--- src/rtl/leb128_gather_u32_if.sv ---
// ---------------------------------------------------------------------------
// leb128_gather_u32_if
// Byte-stream input handshake and 5-byte window output handshake of the
// u32 LEB128 gather stage.
// Revision: 1.0
// ---------------------------------------------------------------------------
`default_nettype none

interface leb128_gather_u32_if;
  logic [7:0] s_data;
  logic       s_valid;
  logic       s_ready;
  logic [7:0] o0;
  logic [7:0] o1;
  logic [7:0] o2;
  logic [7:0] o3;
  logic [7:0] o4;
  logic [2:0] len;
  logic       err;
  logic       t_valid;
  logic       t_ready;

  // Gather block side
  modport slave (
    input  s_data, s_valid, t_ready,
    output s_ready, o0, o1, o2, o3, o4, len, err, t_valid
  );

  // Byte producer / unpack consumer side
  modport master (
    output s_data, s_valid, t_ready,
    input  s_ready, o0, o1, o2, o3, o4, len, err, t_valid
  );
endinterface

`default_nettype wire

--- src/rtl/leb128_gather_u32.sv ---
// ---------------------------------------------------------------------------
// leb128_gather_u32
// Collects the bytes of one u32 LEB128 value (max 5) into a window of
// 7-bit chunks with bit 7 cleared; unused slots hold 8'h80. Flags values
// that overflow 32 bits. Overlong encodings are drained until their
// terminating byte.
// Revision: 1.0
// ---------------------------------------------------------------------------
`default_nettype none

module leb128_gather_u32 (
  input  wire logic            clk,
  input  wire logic            reset_n,
  leb128_gather_u32_if.slave   bus
);

  typedef enum logic [1:0] {
    COLLECT = 2'd0,
    SKIP    = 2'd1,
    FULL    = 2'd2
  } state_t;

  localparam logic [7:0] PAD = 8'h80;

  state_t     state, state_nx;
  logic [2:0] cnt, cnt_nx;
  logic [7:0] slot    [5];
  logic [7:0] slot_nx [5];
  logic [2:0] len_q, len_nx;
  logic       err_q, err_nx;
  logic       t_valid_q;

  logic       s_ready;
  logic       accept;
  logic       take;
  logic [2:0] idx;

  // Input ready: always open except while a window waits for its consumer
  always_comb begin
    s_ready = (state != FULL) || bus.t_ready;
    accept  = bus.s_valid && s_ready;
  end

  // Next-state and window datapath
  always_comb begin
    state_nx = state;
    cnt_nx   = cnt;
    slot_nx  = slot;
    len_nx   = len_q;
    err_nx   = err_q;
    take     = 1'b0;
    idx      = cnt;

    case (state)
      COLLECT: begin
        take = accept;
        idx  = cnt;
      end
      SKIP: begin
        // Overlong tail: discard bytes, keep window and err until terminator
        if (accept && !bus.s_data[7]) begin
          state_nx = FULL;
        end
      end
      FULL: begin
        if (bus.t_ready) begin
          state_nx = COLLECT;
          cnt_nx   = 3'd0;
          for (int k = 0; k < 5; k++) begin
            slot_nx[k] = PAD;
          end
          len_nx = 3'd0;
          err_nx = 1'b0;
          // A byte arriving with the handshake opens the next group
          take   = bus.s_valid;
          idx    = 3'd0;
        end
      end
      default: begin
        state_nx = COLLECT;
        cnt_nx   = 3'd0;
      end
    endcase

    if (take) begin
      for (int k = 0; k < 5; k++) begin
        if (idx == 3'(k)) begin
          slot_nx[k] = {1'b0, bus.s_data[6:0]};
        end
      end
      if (!bus.s_data[7]) begin
        state_nx = FULL;
        len_nx   = idx + 3'd1;
        // Slot 4 only carries result bits 31:28
        err_nx   = (idx == 3'd4) && (bus.s_data[6:4] != 3'd0);
      end else if (idx == 3'd4) begin
        state_nx = SKIP;
        len_nx   = 3'd5;
        err_nx   = 1'b1;
      end else begin
        state_nx = COLLECT;
        cnt_nx   = idx + 3'd1;
      end
    end
  end

  // State and window registers
  always_ff @(posedge clk or negedge reset_n) begin
    if (!reset_n) begin
      state     <= COLLECT;
      cnt       <= 3'd0;
      for (int k = 0; k < 5; k++) begin
        slot[k] <= PAD;
      end
      len_q     <= 3'd0;
      err_q     <= 1'b0;
      t_valid_q <= 1'b0;
    end else begin
      state     <= state_nx;
      cnt       <= cnt_nx;
      for (int k = 0; k < 5; k++) begin
        slot[k] <= slot_nx[k];
      end
      len_q     <= len_nx;
      err_q     <= err_nx;
      t_valid_q <= (state_nx == FULL);
    end
  end

  assign bus.s_ready = s_ready;
  assign bus.o0      = slot[0];
  assign bus.o1      = slot[1];
  assign bus.o2      = slot[2];
  assign bus.o3      = slot[3];
  assign bus.o4      = slot[4];
  assign bus.len     = len_q;
  assign bus.err     = err_q;
  assign bus.t_valid = t_valid_q;

endmodule

`default_nettype wire

--- src/flat_wrapper.sv ---
// flat-port wrapper written by rule: the top's interface ports become plain ports
module leb128_gather_u32_flat 
  (clk, reset_n, bus_s_data, bus_s_valid, bus_t_ready, bus_s_ready, bus_o0, bus_o1, bus_o2, bus_o3, bus_o4, bus_len, bus_err, bus_t_valid);
  leb128_gather_u32_if bus_i ();
  input  wire logic clk;
  input  wire logic reset_n;
  input wire logic [$bits(bus_i.s_data)-1:0] bus_s_data;
  input wire logic [$bits(bus_i.s_valid)-1:0] bus_s_valid;
  input wire logic [$bits(bus_i.t_ready)-1:0] bus_t_ready;
  output wire logic [$bits(bus_i.s_ready)-1:0] bus_s_ready;
  output wire logic [$bits(bus_i.o0)-1:0] bus_o0;
  output wire logic [$bits(bus_i.o1)-1:0] bus_o1;
  output wire logic [$bits(bus_i.o2)-1:0] bus_o2;
  output wire logic [$bits(bus_i.o3)-1:0] bus_o3;
  output wire logic [$bits(bus_i.o4)-1:0] bus_o4;
  output wire logic [$bits(bus_i.len)-1:0] bus_len;
  output wire logic [$bits(bus_i.err)-1:0] bus_err;
  output wire logic [$bits(bus_i.t_valid)-1:0] bus_t_valid;
  assign bus_i.s_data = bus_s_data;
  assign bus_i.s_valid = bus_s_valid;
  assign bus_i.t_ready = bus_t_ready;
  assign bus_s_ready = bus_i.s_ready;
  assign bus_o0 = bus_i.o0;
  assign bus_o1 = bus_i.o1;
  assign bus_o2 = bus_i.o2;
  assign bus_o3 = bus_i.o3;
  assign bus_o4 = bus_i.o4;
  assign bus_len = bus_i.len;
  assign bus_err = bus_i.err;
  assign bus_t_valid = bus_i.t_valid;
  leb128_gather_u32 u_core (.clk(clk), .reset_n(reset_n), .bus(bus_i));
endmodule
--- config.mk ---
export PLATFORM = sky130hd
export DESIGN_NAME = leb128_gather_u32_flat
export DESIGN_NICKNAME = d
export VERILOG_FILES = /design/src/rtl/leb128_gather_u32_if.sv /design/src/rtl/leb128_gather_u32.sv /design/src/flat_wrapper.sv
export SDC_FILE = /design/constraint.sdc
export NUM_CORES = 1
export LEC_CHECK = 0
export CORE_ASPECT_RATIO = 0.7
export CORE_MARGIN = 1
export CORE_UTILIZATION = 45
export DETAILED_ROUTE_END_ITERATION = 6
export PLACE_DENSITY = 0.74
export SLEW_MARGIN = 20
export SYNTH_ARGS = -nofsm -noshare
export SYNTH_HDL_FRONTEND = slang
export SYNTH_SLANG_ARGS = --single-unit
--- constraint.sdc ---
create_clock -name clk -period 6.1 [get_ports clk]
set_input_delay 0.61 -clock clk [delete_from_list [all_inputs] [get_ports clk]]
set_output_delay 0.61 -clock clk [all_outputs]
set_load 0.05 [all_outputs]
* After elaboration in Yosys (flattened, before gate mapping)
Cells that the tools add are included.
Cells by class: add/sub/neg operators 1, equal/unequal tests 8, mux-type cells 32, reductions and logical operators 9
Operators by type and width (count):
- 40-bit 2-to-1 mux | 3
- 8-bit 2-to-1 mux | 5
- 3-bit 2-to-1 mux | 10
- 2-bit 2-to-1 mux | 4
- 1-bit 2-to-1 mux | 7
- 3-bit by 2-bit == test with 1-bit output (second input constant) | 2
- 2-bit one-hot mux with 3 select lines | 1
- 3-bit one-hot mux with 2 select lines | 1
- 2-bit == test (second input constant) | 2
- 3-bit by 1-bit adder with 3-bit output (second input constant) | 1
- 3-bit by 1-bit == test with 1-bit output (second input constant) | 1
- 3-bit == test (second input constant) | 1
- 1-bit logical AND | 3
- 3-bit logical NOT | 1
- 3-bit nonzero test | 1
- 2-bit by 1-bit == test with 1-bit output (second input constant) | 1
- 2-bit logical NOT | 1
- 2-bit inequality test (second input constant) | 1
- 1-bit one-hot mux with 2 select lines | 1
- 2-bit OR reduction | 1
- 1-bit logical NOT | 1
- 1-bit logical OR | 1
Storage, ports and cells: flip-flop bits (word level) 50, input bits 12, word-level logic and storage cells 60

* Longest topological paths before layout
Gate-level depths: netlist of the first run.
depth after elaboration 8, mapped depth 10, mapped depth without buffers 7

* Worst setup path after synthesis of the first run
Ideal clock, no wire load.
path type input to register, start point in bus_t_ready, end point reg u_core.slot, in the netlist u_core.bus.o4[4], setup time 126 ps, arrival time 2126 ps, data required time 5974 ps, path slack 3848 ps, cell stages on the path 9, buffers on the path 2, cells stage by stage nand3b_1 > buf_2 > and2_1 > inv_1 > ha_1 > nand2_1 > or3b_1 > buf_6 > mux2i_1
RTL lines:
- from (decl) | line flat_wrapper.sv:9 | input wire logic [$bits(bus_i.t_ready)-1:0] bus_t_ready;
- to (signal, indexed assignment) | line leb128_gather_u32.sv:122 | slot[k] <= slot_nx[k];
- to (decl) | line leb128_gather_u32.sv:27 | logic [7:0] slot [5];

* Worst setup path after layout of the first run
start point in bus_t_ready, end point reg u_core.len_q[0], in the netlist u_core.bus.len[0]
On the way: longest elaborated chain between the ends 6, elaborated cells between the ends (all ways) 13, classes of those cells add/sub: 1; eq/ne: 1; mux: 9; reduce/logical: 2
Ends and longest elaborated chain:
- branches (longest 5 deep; another with 3-bit by 1-bit adder with 3-bit output)
- 3-bit 2-to-1 mux (*) | line leb128_gather_u32.sv:85 | if (take) begin
- named net u_core.len_nx[0] | line leb128_gather_u32.sv:29 | logic [2:0] len_q, len_nx;
- to (signal assigned) | line leb128_gather_u32.sv:124 | len_q <= len_nx;
- to (decl) | line leb128_gather_u32.sv:29
Mark *: on every way through the listed nets, which the timed path passes.

==> summary.md, run 1 <==
| Metric | Value |
|---|---|
| Result of the run | `finished clean` |
| Kind of path behind the tightest hold check | `input pin to async pin` |
| Ant diodes | `0` |
| X dimension of the die | `~87 um` |
| Setup slack on the worst flop-to-flop path | `3.43 ns` |
| Synth Register Bits | `50` |
| Worst ir drop on vdd | `0.244 mV` |
| Leakage component of the power | `between 1.5 and 2 nW` |
| Tightest slew margin relative to the limit | `28.2%` |
| Total power per unit cell area | `473 nW/um2` |
| Commonest non-fill, non-tap cells in the layout | `sky130_fd_sc_hd__clkdlybuf4s50_1 (56), sky130_fd_sc_hd__dfrtp_1 (45), sky130_fd_sc_hd__nand2_1 (44), sky130_fd_sc_hd__mux2i_1 (38), sky130_fd_sc_hd__inv_1 (11)` |
| Slowest cell delay on critical path | `0.64 ns` |
| Post-DR wirelength/cell | `15.4 um` |
| Global-route congestion overflow total | `0` |
| Number of vias after detailed routing | `between 1,500 and 2,000` |
| Placeable core area | `around 4800 um2` |
| Req. time, crit path | `roughly 6.3 ns` |
| Buffers added on ports | `57` |
| Effective utilization at floorplan | `~47%` |
| Yosys warns | `0` |
| Iteration count of the initial detailed-routing pass | `4` |
| TritonCTS Buffers | `5` |
| Buffers inserted during post-CTS setup optimization | `0` |
| CP endpoint kind | `flip-flop` |
| Remaining design rule violation count | `0` |
| Critical register-to-register path endpoint | `u_core.bus.len[0]` |
| Worst path arrival time | `3.16 ns` |
| Total area of multi-input combinational cells | `922 um2` |
| Maximum number of pins on one net before global-route repair | `51` |
| Crit path buf inv count | `3` |
| Tcrit/Tclk final | `48.5%` |
| Synthesized area per cell | `11.8 um2` |
| Number of buffers added to fix hold violations after cts | `0` |
| CTS H-Tree Depth | `2` |
| Detail-routed via count per cell | `5.07` |
| Final standard cell area without fillers | `3000 um2` |
| Final number of max-transition violations | `0` |
| Sort of element at the start of the critical path | `input pin` |
| Number of nets at the end of the flow | `about 270` |
| Clock tree from TritonCTS | `yes` |
| Final-layout fill cell count | `418` |
| All-Layer GR Usage | `20.1%` |
| Slew of the pin with the lowest slew margin | `1.07 ns` |
| Post-cts gate resize count | `0` |
| Placed Instance Area | `2890 um2` |
| Min Clock Period, post-route | `a little under 3 ns` |
| Final wirelength | `4940 um` |
| Die Area | `approximately 5400 um2` |
| Number of synthesized flops with an enable pin | `0` |
| Tightest hold margin | `0.402 ns` |
| Die H | `slightly above 60 um` |
| Final total power | `0.00142 W` |
| Via count of the first global-routing pass | `between 1,500 and 2,000` |
| Most frequent standard cell in the layout excluding fill and tap cells | `sky130_fd_sc_hd__clkdlybuf4s50_1` |
| Top delay family on crit path | `simple AND/OR/NAND/NOR gates` |
| Clock root buffer master | `sky130_fd_sc_hd__clkbuf_8` |
| Number of different library cells in the post-synthesis netlist | `33` |
| Category of the critical setup timing path | `input pin to flip-flop` |
| Final-report hold violation count | `0` |
| Endpoints failing setup | `0` |
| Antenna violations before repair | `0` |
| Placed wire-length estimate | `3360 um` |
| Share of post-route cells with drive strength above 1 | `8.37%` |
| Gpl congestion | `roughly 0.8` |
| Global-route wire length before repair | `7800 um` |
| Cell count after synthesis | `194` |
| Top_reg_cell synth | `sky130_fd_sc_hd__dfrtp_1` |
| Depth of the most critical reg-to-reg path | `8` |
| Max cap viols | `0` |
| Mapped Nets | `211` |
| Portion of the post-synthesis area used by sequential elements | `55.2%` |
| Skew-Pair Late Insertion Delay | `0.30 ns` |
| Clock-pin slew on the worst setup and hold paths | `0.09 ns` |
| Storage cell area | `1260 um2` |
| Number of placement rows | `21` |
| CP max-delay cell | `sky130_fd_sc_hd__or3b_1` |
| Fraction of synthesis flops using an asynchronous set or reset pin | `100%` |
| Number of DRC violations after detailed-routing iteration 0 | `86` |
| Largest fanout on the critical path | `42` |
| Cell area after synthesis | `between 2000 and 2500 um2` |
| Unrepaired setup endpoints after global routing | `no` |
| Source of the worst register-to-register timing path | `u_core.state[0]` |
| Number of top-level pins | `58` |
| Ordered list of cells on the worst path | `clkdlybuf4s50_1, nand3b_1, buf_4, and2_1, inv_1, ha_1, nand2_1, or3b_1, a22oi_1` |
| Clock Skew | `0.00535 ns` |
| Maximum number of buffers from clock root to sink | `2` |
| Accumulated negative setup slack | `0 ns` |
| Share of the core filled with cells | `62.1%` |
| Area growth from synthesis to layout | `31.6%` |
| FMAX | `338 MHz` |
| Remaining antenna violation count | `0` |
| TritonCTS Sinks | `50` |
layout make-up:
cell class,instances,area share [%]
flip-flops and latches,50,41.9
multi-input cells,124,30.7
repair buffers,59,19.3
well taps,69,2.88
clock buffers,6,2.75
inverters,11,1.38
clock inverters,1,1.00
registers in the layout (all words and copies together), names as in the netlist:
signal              flops
u_core.bus.o3           8
u_core.bus.len          3
u_core.bus.o1           8
u_core.state            2
u_core.bus.t_valid      1
u_core.bus.o2           8
u_core.bus.o0           8
u_core.cnt              3
u_core.bus.o4           8
u_core.bus.err          1
worst max-delay path by stage:
stage                         to  depth (start not counted)   startpoint  slack (ns)
3_3_place_gp    u_core.bus.o4[3]                          9  bus_t_ready        2.97
6_report       u_core.bus.len[0]                          9  bus_t_ready        3.14
5_1_grt        u_core.bus.len[0]                          9  bus_t_ready        2.98
3_5_place_dp    u_core.bus.o4[2]                          9  bus_t_ready        2.87
4_1_cts        u_core.bus.len[0]                          9  bus_t_ready        3.15
2_1_floorplan   u_core.bus.o4[4]                          9  bus_t_ready        3.85
cell usage after synthesis (2+ instances only):
library cell	instances	area [um2]
sky130_fd_sc_hd__inv_1	11	41.3
sky130_fd_sc_hd__buf_2	2	10.0
sky130_fd_sc_hd__a22oi_1	3	22.5
sky130_fd_sc_hd__and2_1	3	18.8
sky130_fd_sc_hd__mux2i_1	38	380
sky130_fd_sc_hd__ha_1	5	62.6
sky130_fd_sc_hd__nand4_1	2	12.5
sky130_fd_sc_hd__nand2_1	44	165
sky130_fd_sc_hd__clkbuf_1	3	11.3
sky130_fd_sc_hd__nand2b_1	2	12.5
sky130_fd_sc_hd__nor2_1	3	11.3
sky130_fd_sc_hd__nand4_4	3	63.8
sky130_fd_sc_hd__buf_4	2	15.0
sky130_fd_sc_hd__dfstp_2	5	131
sky130_fd_sc_hd__buf_6	2	22.5
sky130_fd_sc_hd__dfrtp_1	45	1130
sky130_fd_sc_hd__o21a_1	5	37.5
logic make-up (layout without fill, tap and decap cells):
family / Yosys count / after routing / share of synthesized area (%)
DFF: 50 / 50 / 55.2
adders and majority gates: 5 / 5 / 2.74
and+or+nand+nor: 65 / 65 / 15.2
AOI/OAI and AO/OA: 16 / 16 / 5.82
muxes: 38 / 38 / 16.7
buffers and inverters: 20 / 77 / 4.39
worst reg2reg max path: stages, from the launching register on:
cell and delay [ns]:
sky130_fd_sc_hd__dfrtp_1 0.46, sky130_fd_sc_hd__nand3b_1 0.19, sky130_fd_sc_hd__buf_4 0.27, sky130_fd_sc_hd__and2_1 0.29
sky130_fd_sc_hd__inv_1 0.11, sky130_fd_sc_hd__ha_1 0.22, sky130_fd_sc_hd__nand2_1 0.13, sky130_fd_sc_hd__or3b_1 0.64
sky130_fd_sc_hd__a22oi_1 0.28
where the power goes:
part	leakage (nW)	switching [W]	internal, W
sequential	0.651	0.0000547	0.000434
combinational	0.822	0.000460	0.000232
clock	0.0573	0.000106	0.000131
layer usage:
layer | wire, um | global-route usage, % | vias up | part of all wire (%)
met4 | 51 | 5.71 | 0 | 1.0
met2 | 2110 | 29.7 | 50 | 43
met3 | 239 | 4.29 | 8 | 4.8
met1 | 2530 | 29.9 | 794 | 51
met5 | 0 | 0 | - | 0
li1 | - | - | 769 | -
per-stage QoR:
step           setup WS [ns]  instances
2_1_floorplan           3.85        194
6_report                3.14        320
3_3_place_gp            2.97        313
5_1_grt                 2.98        320
4_1_cts                 3.15        320
3_5_place_dp            2.87        313
Power figures use the tool's default switching activity.
==> inputs of run 2 (changes only) <==
CORE_UTILIZATION = 44   (was 45)
PLACE_DENSITY = 0.76   (was 0.74)
clock period = 2.6 ns   (was 6.1 ns; I/O delays follow)
==> run 2 against run 1 <==
Effect of this change:
- worst hold slack improved by 0.0052 ns
- die area rose by 2.2%
- via count fell by 0.56%
- flip-flop and latch count did not move
- critical path depth fell by 2
- clock skew rose by 0.0014 ns
- sequential power rose by 130%
- clock-buffer cell count rose by 1
- critical endpoint is now u_core.bus.o4[6]
- largest cell class unchanged
- largest power group unchanged
- highest routed layer unchanged
==> summary.md, run 2 (synthesis results as in run 1) <==
| Metric | Value |
|---|---|
| Clock tree from TritonCTS | `yes` |
| Unrepaired setup endpoints after global routing | `no` |
| Number of vias after detailed routing | `1,612` |
| Slowest cell delay on critical path | `0.62 ns` |
| Number of placement rows | `21` |
| Gpl congestion | `0.865` |
| Worst ir drop on vdd | `about 0.53 mV` |
| Total power per unit cell area | `1080 nW/um2` |
| Ant diodes | `0` |
| Kind of path behind the tightest hold check | `input pin to async pin` |
| Area growth from synthesis to layout | `33.0%` |
| CP endpoint kind | `flip-flop` |
| Die H | `62.2 um` |
| Endpoints failing setup | `0` |
| Maximum number of pins on one net before global-route repair | `33` |
| Setup slack on the worst flop-to-flop path | `0.24 ns` |
| Maximum number of buffers from clock root to sink | `2` |
| Buffers inserted during post-CTS setup optimization | `0` |
| Req. time, crit path | `2.78 ns` |
| Result of the run | `finished clean` |
| Buffers added on ports | `57` |
| Skew-Pair Late Insertion Delay | `0.31 ns` |
| Max cap viols | `0` |
| Placeable core area | `roughly 5000 um2` |
| Accumulated negative setup slack | `0 ns` |
| Crit path buf inv count | `1` |
| Tcrit/Tclk final | `between 90% and 100%` |
| Most frequent standard cell in the layout excluding fill and tap cells | `sky130_fd_sc_hd__clkdlybuf4s50_1` |
| Detail-routed via count per cell | `4.94` |
| Post-cts gate resize count | `0` |
| Top delay family on crit path | `simple AND/OR/NAND/NOR gates` |
| Remaining antenna violation count | `0` |
| Sort of element at the start of the critical path | `flip-flop` |
| Layout Cells excl Fill | `~330` |
| Antenna violations before repair | `0` |
| Share of the core filled with cells | `just over 60%` |
| Effective utilization at floorplan | `a little under half` |
| Via count of the first global-routing pass | `between 1,500 and 2,000` |
| Tightest slew margin relative to the limit | `58.6%` |
| Share of post-route cells with drive strength above 1 | `10.1%` |
| Final-report hold violation count | `0` |
| Global-route wire length before repair | `roughly 8100 um` |
| All-Layer GR Usage | `roughly a fifth` |
| Number of DRC violations after detailed-routing iteration 0 | `between 80 and 90` |
| Clock Skew | `0.00675 ns` |
| CTS H-Tree Depth | `2` |
| Final number of max-transition violations | `0` |
| Die Area | `roughly 5500 um2` |
| Number of top-level pins | `58` |
| Post-DR wirelength/cell | `15.3 um` |
| Remaining design rule violation count | `0` |
| CP max-delay cell | `sky130_fd_sc_hd__or3b_1` |
| Commonest non-fill, non-tap cells in the layout | `sky130_fd_sc_hd__clkdlybuf4s50_1 (56), sky130_fd_sc_hd__dfrtp_1 (45), sky130_fd_sc_hd__nand2_1 (44), sky130_fd_sc_hd__mux2i_1 (38), sky130_fd_sc_hd__inv_1 (11)` |
| Placed Instance Area | `2920 um2` |
| Iteration count of the initial detailed-routing pass | `4` |
| Ordered list of cells on the worst path | `nand3b_1, and2_1, inv_1, ha_1, nand2_1, or3b_1, mux2i_1` |
| Largest fanout on the critical path | `10` |
| Category of the critical setup timing path | `flip-flop to flip-flop` |
| Min Clock Period, post-route | `2.36 ns` |
| X dimension of the die | `between 80 and 90 um` |
| TritonCTS Sinks | `50` |
| Global-route congestion overflow total | `0` |
| TritonCTS Buffers | `5` |
| FMAX | `423 MHz` |
| Final wirelength | `4980 um` |
| Count of placed standard cells including taps | `317` |
| Clock root buffer master | `sky130_fd_sc_hd__clkbuf_8` |
| Worst path arrival time | `~2.5 ns` |
| Number of nets at the end of the flow | `273` |
| Placed wire-length estimate | `3510 um` |
| Slew of the pin with the lowest slew margin | `0.621 ns` |
| Leakage component of the power | `about 1.6 nW` |
| Final standard cell area without fillers | `a little over 3000 um2` |
| Clock-pin slew on the worst setup and hold paths | `about 0.090 ns` |
run 2: changes by cell type in the layout (fill, tap and decap cells not counted), sizes merged:
cell / change
bufinv: -1
buf: +4
clkbuf: +1
dlygate4sd3: +1
clkinv: +1
run 2: report_power, final:
part / internal (W) / total (W) / switching (W)
clock: 0.000244 / 0.000508 / 0.000264
sequential: 0.00102 / 0.00114 / 0.000125
combinational: 0.000551 / 0.00163 / 0.00108
run 2: what timing repair did:
action / in CTS / in global routing
endpoints found under the setup margin: 0 / 0
hold endpoints to repair: 14 / 0
hold buffers: 1 / 0
run 2: cell type report:
class,instances,area (um2)
clock inverter,1,8.76
timing repair buffer,64,621
clock buffer,7,96.3
fill,423,1850
sequential,50,1260
multi-input combinational,124,922
tap,69,86.3
inverter,11,41.3
run 2: metal layers:
metal	track usage (%)	wire (um)	part of all wire [%]
met1	31.7	2640	53
met2	26.6	2040	41
met3	3.99	229	4.6
met4	6.65	63	1.3
met5	0	0	0
run 2: per-stage QoR:
step | setup slack, ns | hold slack (ns) | total power [W]
finish | 0.237 | 0.408 | 0.00329
CTS | 0.255 | 0.421 | 0.00331
detailed placement | -0.00919 | 0.213 | 0.00280
global route | 0.0444 | 0.442 | 0.00345
global placement | 0.0716 | 0.214 | 0.00278
floorplan | 0.450 | -0.0356 | 0.00225
run 2: final timing paths:
path                                       start  cells past startpoint          endpoint
worst min register to register  u_core.bus.o4[7]                      2  u_core.bus.o4[7]
max in group asynchronous                reset_n                      3  u_core.bus.o3[7]
worst max-delay path             u_core.state[0]                      7  u_core.bus.o4[6]
worst max register to register   u_core.state[0]                      7  u_core.bus.o4[6]
min in group clk                u_core.bus.o4[7]                      2  u_core.bus.o4[7]
worst min-delay path                     reset_n                      2  u_core.bus.o0[5]
